## src/rtl/signal_ctrl_pkg.sv

```systemverilog
// rtl/signal_ctrl_pkg.sv - shared types, lamp encodings and next-phase search for the signal controller
package signal_ctrl_pkg;

  typedef enum logic [1:0] {GREEN, YELLOW, ALL_RED, PRE_HOLD} state_t;

  // Lamp field layout is {R,Y,G}
  localparam logic [2:0] LAMP_RED    = 3'b100;
  localparam logic [2:0] LAMP_YELLOW = 3'b010;
  localparam logic [2:0] LAMP_GREEN  = 3'b001;

  localparam int MAX_PHASES = 8;

  // First called phase after cur, wrapping; cur itself is the last candidate and the fallback.
  function automatic logic [2:0] next_phase(input logic [7:0] calls, input logic [2:0] cur, input int n);
    logic [2:0] sel;
    int idx;
    sel = cur;
    for (int k = MAX_PHASES; k >= 1; k--) begin
      if (k <= n) begin
        idx = (int'(cur) + k) % n;
        if (calls[idx[2:0]]) sel = idx[2:0];
      end
    end
    return sel;
  endfunction

endpackage

```

## src/rtl/signal_conflict_monitor.sv

```systemverilog
// rtl/signal_conflict_monitor.sv - flags more than one non-red phase; fault is sticky until reset
module signal_conflict_monitor import signal_ctrl_pkg::*; #(
  parameter int NUM_PHASES = 4
) (
  input  logic                    clk,
  input  logic                    rst_n,
  input  logic [3*NUM_PHASES-1:0] lamps,
  output logic                    conflict,
  output logic                    fault
);

  int n_lit;

  always_comb begin
    n_lit = 0;
    for (int p = 0; p < NUM_PHASES; p++) begin
      if (lamps[3*p +: 3] != LAMP_RED) n_lit = n_lit + 1;
    end
    conflict = (n_lit > 1);
  end

  always_ff @(posedge clk) begin
    if (!rst_n) fault <= 1'b0;
    else        fault <= fault | conflict;
  end

endmodule

```

## src/rtl/multi_phase_signal_ctrl.sv

```systemverilog
// rtl/multi_phase_signal_ctrl.sv - N-phase actuated signal controller with ped latches and preemption
// Optional conflict monitor: SIGNAL_CONFLICT_MONITOR_EN
module multi_phase_signal_ctrl import signal_ctrl_pkg::*; #(
  parameter int NUM_PHASES = 4,
  parameter int TMR_W      = 6,
  parameter int GREEN_MIN  = 8,
  parameter int GREEN_MAX  = 20,
  parameter int YELLOW_T   = 3,
  parameter int ALLRED_T   = 2,
  parameter int WALK_T     = 5,
  localparam int PW        = $clog2(NUM_PHASES)
) (
  input  logic                    clk,
  input  logic                    rst_n,
  input  logic [NUM_PHASES-1:0]   demand,
  input  logic [NUM_PHASES-1:0]   ped_req,
  input  logic                    preempt,
  input  logic [PW-1:0]           preempt_phase,
  output logic [3*NUM_PHASES-1:0] lamps,
  output logic [NUM_PHASES-1:0]   walk,
  output logic [PW-1:0]           active_phase,
  output logic                    preempt_active,
  output logic                    fault
);

  localparam logic [TMR_W-1:0] Y_LOAD  = TMR_W'(YELLOW_T - 1);
  localparam logic [TMR_W-1:0] AR_LOAD = TMR_W'(ALLRED_T - 1);
  localparam logic [TMR_W:0]   G_MIN   = (TMR_W+1)'(GREEN_MIN);
  localparam logic [TMR_W:0]   G_MAX   = (TMR_W+1)'(GREEN_MAX);
  localparam logic [TMR_W:0]   W_LEN   = (TMR_W+1)'(WALK_T);

  state_t                  state, state_nxt;
  logic [TMR_W-1:0]        timer, timer_nxt, elapsed, elapsed_nxt;
  logic [TMR_W:0]          served;
  logic [PW-1:0]           active_nxt;
  logic [NUM_PHASES-1:0]   ped_lat, ped_lat_nxt, calls, other, walk_nxt, clr_mask;
  logic [3*NUM_PHASES-1:0] lamps_nxt;
  logic                    enter_green, trip;

  // served counts the current cycle too, so a decision here ends green after exactly `served` cycles
  assign served = {1'b0, elapsed} + 1'b1;
  assign calls  = demand | ped_lat;
  assign other  = calls & ~(NUM_PHASES'(1) << active_phase);

  always_comb begin
    state_nxt   = state;
    timer_nxt   = timer;
    elapsed_nxt = elapsed;
    active_nxt  = active_phase;
    walk_nxt    = '0;
    enter_green = 1'b0;
    if (timer != '0)   timer_nxt   = timer - 1'b1;
    if (elapsed != '1) elapsed_nxt = elapsed + 1'b1;
    case (state)
      GREEN: begin
        if (preempt) begin
          if (preempt_phase == active_phase) begin
            state_nxt = PRE_HOLD;
          end else begin
            state_nxt = YELLOW;
            timer_nxt = Y_LOAD;
          end
        end else if (served >= G_MIN && |other && (!demand[active_phase] || served >= G_MAX)) begin
          state_nxt = YELLOW;
          timer_nxt = Y_LOAD;
        end else begin
          walk_nxt = walk & {NUM_PHASES{served < W_LEN}};
        end
      end
      YELLOW: begin
        if (timer == '0) begin
          state_nxt = ALL_RED;
          timer_nxt = AR_LOAD;
        end
      end
      ALL_RED: begin
        if (timer == '0) begin
          elapsed_nxt = '0;
          if (preempt) begin
            active_nxt = preempt_phase;
            state_nxt  = PRE_HOLD;
          end else begin
            active_nxt  = PW'(next_phase(8'(calls), 3'(active_phase), NUM_PHASES));
            state_nxt   = GREEN;
            enter_green = 1'b1;
            walk_nxt    = (NUM_PHASES'(1) << active_nxt) & ped_lat;
          end
        end
      end
      PRE_HOLD: begin
        if (!preempt) begin
          state_nxt = GREEN;
        end else if (preempt_phase != active_phase) begin
          state_nxt = YELLOW;
          timer_nxt = Y_LOAD;
        end
      end
      default: state_nxt = ALL_RED;
    endcase
    clr_mask    = enter_green ? (NUM_PHASES'(1) << active_nxt) : '0;
    ped_lat_nxt = (ped_lat & ~clr_mask) | ped_req;
  end

`ifdef SIGNAL_CONFLICT_MONITOR_EN
  logic mon_conflict, mon_fault;

  signal_conflict_monitor #(.NUM_PHASES(NUM_PHASES)) u_monitor (
    .clk      (clk),
    .rst_n    (rst_n),
    .lamps    (lamps),
    .conflict (mon_conflict),
    .fault    (mon_fault)
  );

  assign trip  = mon_conflict | mon_fault;
  assign fault = mon_fault;
`else
  assign trip  = 1'b0;
  assign fault = 1'b0;
`endif

  always_comb begin
    lamps_nxt = {NUM_PHASES{LAMP_RED}};
    for (int p = 0; p < NUM_PHASES; p++) begin
      if (!trip && PW'(p) == active_nxt) begin
        if (state_nxt == GREEN || state_nxt == PRE_HOLD) lamps_nxt[3*p +: 3] = LAMP_GREEN;
        else if (state_nxt == YELLOW)                     lamps_nxt[3*p +: 3] = LAMP_YELLOW;
      end
    end
  end

  always_ff @(posedge clk) begin
    if (!rst_n) begin
      state          <= ALL_RED;
      timer          <= AR_LOAD;
      elapsed        <= '0;
      active_phase   <= '0;
      ped_lat        <= '0;
      lamps          <= {NUM_PHASES{LAMP_RED}};
      walk           <= '0;
      preempt_active <= 1'b0;
    end else begin
      state          <= state_nxt;
      timer          <= timer_nxt;
      elapsed        <= elapsed_nxt;
      active_phase   <= active_nxt;
      ped_lat        <= ped_lat_nxt;
      lamps          <= lamps_nxt;
      walk           <= trip ? '0 : walk_nxt;
      preempt_active <= (state_nxt == PRE_HOLD);
    end
  end

endmodule

```

## config.mk

```make
export PLATFORM = sky130hd
export DESIGN_NAME = multi_phase_signal_ctrl
export DESIGN_NICKNAME = d
export VERILOG_FILES = /design/src/rtl/signal_ctrl_pkg.sv /design/src/rtl/signal_conflict_monitor.sv /design/src/rtl/multi_phase_signal_ctrl.sv
export SDC_FILE = /design/constraint.sdc
export NUM_CORES = 1
export LEC_CHECK = 0
export BUFFER_PORTS_ARGS = -buffer_cell sky130_fd_sc_hd__clkbuf_2
export CAP_MARGIN = 20
export CORE_MARGIN = 3
export CORE_UTILIZATION = 55
export CTS_BUF_LIST = sky130_fd_sc_hd__clkbuf_4 sky130_fd_sc_hd__clkbuf_8
export DETAILED_ROUTE_END_ITERATION = 7
export PLACE_DENSITY = 0.82
export SLEW_MARGIN = 0
export SYNTH_ARGS = -nofsm -noshare
export SYNTH_HDL_FRONTEND = slang
export SYNTH_SLANG_ARGS = --single-unit
```

## constraint.sdc

```tcl
create_clock -name clk -period 7.4 [get_ports clk]
set_input_delay 1.85 -clock clk [delete_from_list [all_inputs] [get_ports clk]]
set_output_delay 1.85 -clock clk [all_outputs]
set_load 0.05 [all_outputs]
```

==> metrics.txt, run 1 <==
status completed; sequential share of the synthesized area 0.372; final WL 4.23 mm; Min-Delay Path Depth 1; die area 4370 um2; Final Hold Violating Endpoints 0; CP Launch Type primary input; clk sink count 37; ys async rst share 0; final setup vio count 0; total track usage 0.215; Skew-Pair Late Insertion Delay 0.35 ns; Initial Utilization 0.582; hold slack 0.477 ns; maxcap violations 0; Die W 66.1 um; vias in the first global route 1685; antenna violations before repair 0; I/O pin count 33; final worst path period need 3.72 ns; clock root buffer clkbuf_4; unrepaired setup endpoints after global routing false; initial DRC count 92; fmax 269 MHz; area grow syn2layout 12.5%; first-pass GRT wire length 7.39 mm; Pre-antenna DRT Iters 4; gpl congestion 0.885; GRT Residual Overflow 0; worst-path maximum fanout 3; Tcrit/Tclk final 0.502; setup total negative slack 0 ns; Mapped Cells 227; port buffer count 31; TritonCTS Buffers 5; share of post-route cells with drive strength above 1 0.203; count leader, synth dfxtp_1; top post-synthesis cells by area dfxtp_1, ha_1, nor2_1, nand2_1, a21oi_1; Post-synth EDFFs 0; CTS Hold Bufs 0; worst relative slew slack 0.512; syn_area_per_cell 8.76 um2; worst min-delay path class flip-flop to flip-flop; mapped cell area 1990 um2; r2r worst-path depth 8; net count after synthesis 250; CTS tree yes; CP required 7.64 ns; row count 21; H-tree Lvls 2; largest area contributor in the netlist dfxtp_1; largest net degree at the start of global routing 18; Worst Skew 0.0135 ns; commonest register cell after synthesis dfxtp_1; critical path type primary input to flip-flop; number of remaining DRC errors 0; post-DR vias/cell 5.85; leak pwr 0.000919 uW; Filler Cell Count 320; Setup Buffers After CTS 0; core area 3420 um2; # diodes 0; Unique masters post-synth 58; Setup crit end kind flip-flop; HPWL after DPL 3.20 mm; cts repair resizes 0; total power 811 uW; NumNets Final 283; Clock transition at path regs 0.12 ns; Worst Tran Pin Value 0.725 ns; Clock Path Buffers 2; crit path DAT 3.96 ns; Final Max Slew Viols 0; share of the synthesized area in the top cell type 0.372; IR Drop Worst-Case VDD 0.000216 V; PD cells 362 nW/um2; post-route ant nets 0; warnings from Yosys 0; Vias 1796; Synth Register Bits 37; Routed WL per cell 13.8 um; Die Span Y 66.1 um; top cells by count, synth dfxtp_1, nor2_1, nand2_1
[per-layer routing]
layer	global-route usage	part of all wire
met4	0.0914	0.015
met5	0	0
met1	0.264	0.46
met2	0.358	0.47
met3	0.0476	0.052
[layout by cell type (no fill, tap or decap), types with 2 or more instances in the layout]
| cell | count |
|---|---|
| ha_1 | 10 |
| clkbuf_4 | 5 |
| nand3_1 | 5 |
| xor2_1 | 3 |
| and4_2 | 2 |
| a32o_1 | 4 |
| o21bai_1 | 3 |
| a211oi_1 | 4 |
| nor2b_1 | 2 |
| a21oi_1 | 14 |
| nand2_1 | 21 |
| o21ai_0 | 14 |
| nor3_1 | 9 |
| nor3b_1 | 4 |
| clkbuf_2 | 31 |
| a21o_1 | 3 |
| or3_1 | 5 |
| dfxtp_1 | 37 |
| a31o_2 | 2 |
| nor2_1 | 27 |
| a211o_2 | 2 |
| xnor2_1 | 4 |
| nand2b_1 | 2 |
| inv_1 | 11 |
| o22ai_1 | 3 |
[path summary, 6_finish.rpt]
kind	endpoint	startpoint	slack, ns
min reg2reg	walk[3]	walk[3]	0.48
max	lamps[5]	preempt_phase[1]	3.68
min	walk[3]	walk[3]	0.48
max reg2reg	lamps[1]	active_phase[0]	4.11
[critical path, cell delays in order]
cell      delay, ns
clkbuf_2       0.10
xor2_1         0.17
nor2_1         0.09
maj3_1         0.36
a221oi_1       0.45
inv_1          0.13
ha_1           0.22
or2b_2         0.30
or3_1          0.30
[final cells by class]
cell class / count / area (um2) / share of cell area
Clock buffer: 5 / 37.5 / 0.0168
Sequential cell: 37 / 741 / 0.331
Tap cell: 46 / 57.6 / 0.0257
Clock inverter: 3 / 46.3 / 0.0207
Timing Repair Buffer: 31 / 155 / 0.0693
Inverter: 11 / 41.3 / 0.0184
Multi-Input combinational cell: 174 / 1160 / 0.518
[per-stage QoR]
stage / std cells / utilization / setup slack (ns) / instance area, um2
after floorplan: 227 / - / 3.64 / 1990
after global placement: 299 / 0.631 / 3.44 / 2150
after detailed placement: 299 / 0.631 / 3.33 / 2150
after CTS: 307 / 0.655 / 3.71 / 2240
after global routing: 307 / 0.655 / 3.59 / 2240
final: 307 / 0.655 / 3.68 / 2240
[cells by family after synthesis]
logic type / after synthesis / synth area share
AO/OA/AOI/OAI: 67 / 0.250
adder cells (fa/ha/maj): 11 / 0.0679
multiplexers: 2 / 0.0164
AND/OR/NAND/NOR: 86 / 0.216
XOR/XNOR: 7 / 0.0308
other: 1 / 0.00188
flip-flops: 37 / 0.372
buffers and inverters: 16 / 0.0447
[power breakdown]
part           switching (uW)  internal, uW
Sequential               45.4           235
Clock                    73.5          71.5
Combinational             243           143
Total                     362           449
[sequential cells by signal, indices dropped and copies added, names as in the netlist]
name and count:
active_phase 2, elapsed 6, lamps 12, ped_lat 4, preempt_active 1, state 2
timer 6, walk 4
No activity file was read; power rests on OpenSTA's default activity.
==> inputs of run 2 (changes only) <==
--- a/config.mk
+++ b/config.mk
@@ -5,10 +5,11 @@
 export SDC_FILE = /design/constraint.sdc
 export NUM_CORES = 1
 export LEC_CHECK = 0
+export ABC_AREA = 1
 export BUFFER_PORTS_ARGS = -buffer_cell sky130_fd_sc_hd__clkbuf_2
 export CAP_MARGIN = 20
 export CORE_MARGIN = 3
-export CORE_UTILIZATION = 55
+export CORE_UTILIZATION = 53
 export CTS_BUF_LIST = sky130_fd_sc_hd__clkbuf_4 sky130_fd_sc_hd__clkbuf_8
 export DETAILED_ROUTE_END_ITERATION = 7
 export PLACE_DENSITY = 0.82
==> constraint.sdc (replaced) <==
create_clock -name clk -period 3.3 [get_ports clk]
set_input_delay 0.825 -clock clk [delete_from_list [all_inputs] [get_ports clk]]
set_output_delay 0.825 -clock clk [all_outputs]
set_load 0.05 [all_outputs]
==> run 2 against run 1 <==
Effect of this change:
- combinational power grew to 2.8 times the previous value
- die area is 7.0% higher
- total power is 150% higher
- global-route usage is 1.4 points lower
- largest power group unchanged
- utilization is 2.4 points lower
- final cell count is 17% higher
- non-clock buffer count stayed put
- design area is 4.8% higher
==> metrics.txt, run 2 <==
HPWL after DPL 3.36 mm (+5.0%); share of the synthesized area in the top cell type 0.359 (-0.0135); largest net degree at the start of global routing 14 (-4); antenna violations before repair 0 (unchanged); CTS tree yes; share of post-route cells with drive strength above 1 0.268 (+0.0647); post-route ant nets 0 (unchanged); I/O pin count 33 (unchanged); initial DRC count 89 (-3.3%); clk sink count 37 (unchanged); Die Span Y 68.4 um (+3.4%); Unique masters post-synth 36 (-38%); H-tree Lvls 2 (unchanged); Mapped Cells 275 (+21%); vias in the first global route 1713 (+1.7%); Switch Pwr 1000 uW (+180%); Synth Area in Adders 0.0606 (-0.00732); Synth Register Bits 37 (unchanged); hold slack 0.498 ns (+0.0213 ns); row count 22 (+4.8%); CP required 3.49 ns (-4.15 ns); Tcrit/Tclk final 0.715; top post-synthesis cells by area dfxtp_1, nand2_1, ha_1, inv_1, nor2_1; die area 4680 um2 (+7.0%); status completed; CP Launch Type flip-flop; met2 wire len 1.98 mm (-1.1%); placed cell areas 2250 um2 (+4.6%); main combinational cell family by area after synthesis simple AND/OR/NAND/NOR gates; TritonCTS Buffers 5 (unchanged); syn_area_per_cell 7.51 um2 (-14%); gpl congestion 0.917 (+3.7%); Setup Buffers After CTS 0 (unchanged); setup total negative slack 0 ns (unchanged); Clock Path Buffers 2 (unchanged); ys async rst share 0 (unchanged); Clock transition at path regs 0.08 ns (-0.04 ns); # diodes 0 (unchanged); worst-path maximum fanout 12 (+9); share of power burned in registers 0.306 (-0.040); pre-CTS WS 0.945 ns (-2.39 ns); WL met1 1.96 mm (+1.2%); sw frac 0.494 (+0.0482); Top reg by flops lamps; Setup crit end kind flip-flop; net count after synthesis 298 (+19%); Compound-Gate Fraction of Synth Area 0.107 (-0.142); most frequent cells in the layout nand2_1, dfxtp_1, nor2_1, inv_1, clkbuf_2; maxcap violations 0 (unchanged); Final Max Slew Viols 0 (unchanged); most common cell after layout, fill and taps aside nand2_1; total track usage 0.200 (-0.0145); mapped cell area 2060 um2 (+3.8%); unrepaired setup endpoints after global routing false; worst min-delay path class flip-flop to flip-flop; Post-Synth Simple-Gate Area 0.337 (+0.121); core area 3720 um2 (+8.8%); crit path DAT 2.54 ns (-1.42 ns); warnings from Yosys 0 (unchanged); PD cells 863 nW/um2 (+140%); Finished Cell Area 2340 um2 (+4.8%); largest area contributor in the netlist dfxtp_1; internal power 1020 uW (+130%); Pre-antenna DRT Iters 4 (unchanged); Reg area 741 um2 (unchanged); Routed WL per cell 11.9 um (-14%); max reg flops 12 (unchanged); mux cell area share after synthesis 0 (-0.0164); Initial Utilization 0.556 (-0.0269); count leader, synth nand2_1; clock root buffer clkbuf_8; top flop regs lamps (12), elapsed (6), timer (6); Clk network pwr share 0.157 (-0.022); commonest register cell after synthesis dfxtp_1; Combinational Power Share 0.537 (+0.062); Worst Skew 0.0111 ns (-0.00244 ns); IR Drop Worst-Case VDD 0.000536 V (+150%); CTS Hold Bufs 0 (unchanged); final setup vio count 0 (unchanged); Vias 1868 (+4.0%); number of remaining DRC errors 0 (unchanged); Final Hold Violating Endpoints 0 (unchanged); top cells by count, synth nand2_1, dfxtp_1, inv_1, nor2_1, nand3_1; Final WS setup 0.941 ns (-2.74 ns); sequential share of the synthesized area 0.359 (-0.0135); worst relative slew slack 0.630 (+0.118); area taken by multi-input logic gates 1120 um2 (-3.0%); port buffer count 31 (unchanged); leak pwr 0.00109 uW (+19%); Die W 68.4 um (+3.4%); Post-synth EDFFs 0 (unchanged); GRT Residual Overflow 0 (unchanged); highest metal used met4; final worst path period need 2.36 ns; fmax 424 MHz; XOR/XNOR Fraction of Synth Area 0.0382 (+0.00736); area grow syn2layout 13.6%; post-DR vias/cell 5.22 (-11%); Filler Cell Count 351 (+9.7%); Skew-Pair Late Insertion Delay 0.29 ns (-0.06 ns); WL met3 262 um (+19%); NumNets Final 332 (+17%); final WL 4.25 mm (+0.50%); Worst Tran Pin Value 0.555 ns (-0.171 ns); critical path type flip-flop to flip-flop; cts repair resizes 0 (unchanged); total power 2020 uW (+150%); first-pass GRT wire length 7.10 mm (-3.9%)
[run 2: cell count changes after synthesis, moves of 5 or more]
| cell | before | now |
|---|---|---|
| nand2_1 | 21 | 42 |
| or3_1 | 5 | 0 |
| o21ai_0 | 14 | 6 |
| nand2_2 | 0 | 10 |
| nand3_1 | 5 | 19 |
| inv_1 | 11 | 33 |
| nand4_1 | 1 | 9 |
| nor2_2 | 0 | 5 |
| nor2_1 | 27 | 33 |
| nor3_1 | 9 | 1 |
| inv_2 | 0 | 9 |
| nor2_4 | 0 | 5 |
[run 2: layer usage]
layer / up-vias / GRT usage
met5: - / 0
met4: 0 / 0.0447
met3: 5 / 0.0608
met2: 41 / 0.340
met1: 866 / 0.247
li1: 956 / -
[run 2: final cells by class]
type | instances | area share
clock buffer | 5 | 0.0293
clock inverter | 3 | 0.00961
inverter | 44 | 0.0736
multi-input combinational | 190 | 0.480
sequential | 37 | 0.316
tap | 48 | 0.0256
timing repair buffer | 31 | 0.0662
[run 2: final timing paths]
| path | start | endpoint | slack (ns) | cells after the start |
|---|---|---|---|---|
| max | active_phase[0] | lamps[0] | 0.94 | 13 |
| min reg2reg | walk[1] | walk[1] | 0.50 | 2 |
| max reg2reg | active_phase[0] | lamps[0] | 0.94 | 13 |
| min | walk[1] | walk[1] | 0.50 | 2 |
[run 2: metrics by stage]
| step | cells | util |
|---|---|---|
| 2_1_floorplan | 275 | - |
| 3_3_place_gp | 350 | 0.606 |
| 3_5_place_dp | 350 | 0.606 |
| 4_1_cts | 358 | 0.631 |
| 5_1_grt | 358 | 0.631 |
| 6_report | 358 | 0.631 |
[run 2: cell families (layout without fill, tap and decap cells)]
group / count (synthesis) / after routing
simple gates: 134 / 134
fa+ha+maj: 10 / 10
flops: 37 / 37
compound gates: 36 / 36
xor+xnor: 9 / 9
other cells: 1 / 1
buf+inv: 48 / 83
[run 2: critical path, cell delays in order, from the launching register on]
cell and delay [ns]:
dfxtp_1 0.68, inv_8 0.09, ha_1 0.23, o22ai_1 0.16, nor2_1 0.06, nor2_1 0.13
o21ai_2 0.07, nand2_1 0.11, nand2_1 0.06, nand2_1 0.14, inv_2 0.06, ha_1 0.29
inv_1 0.11, nor2_1 0.06
[run 2: power by group through the flow]
| stage | Sequential, uW | Clock, uW | Combinational (uW) |
|---|---|---|---|
| after floorplan | 706 | 0 | 804 |
| after global placement | 627 | 0 | 1060 |
| after detailed placement | 631 | 0 | 1080 |
| after CTS | 621 | 330 | 1090 |
| after global routing | 634 | 344 | 1220 |
| final | 620 | 318 | 1090 |
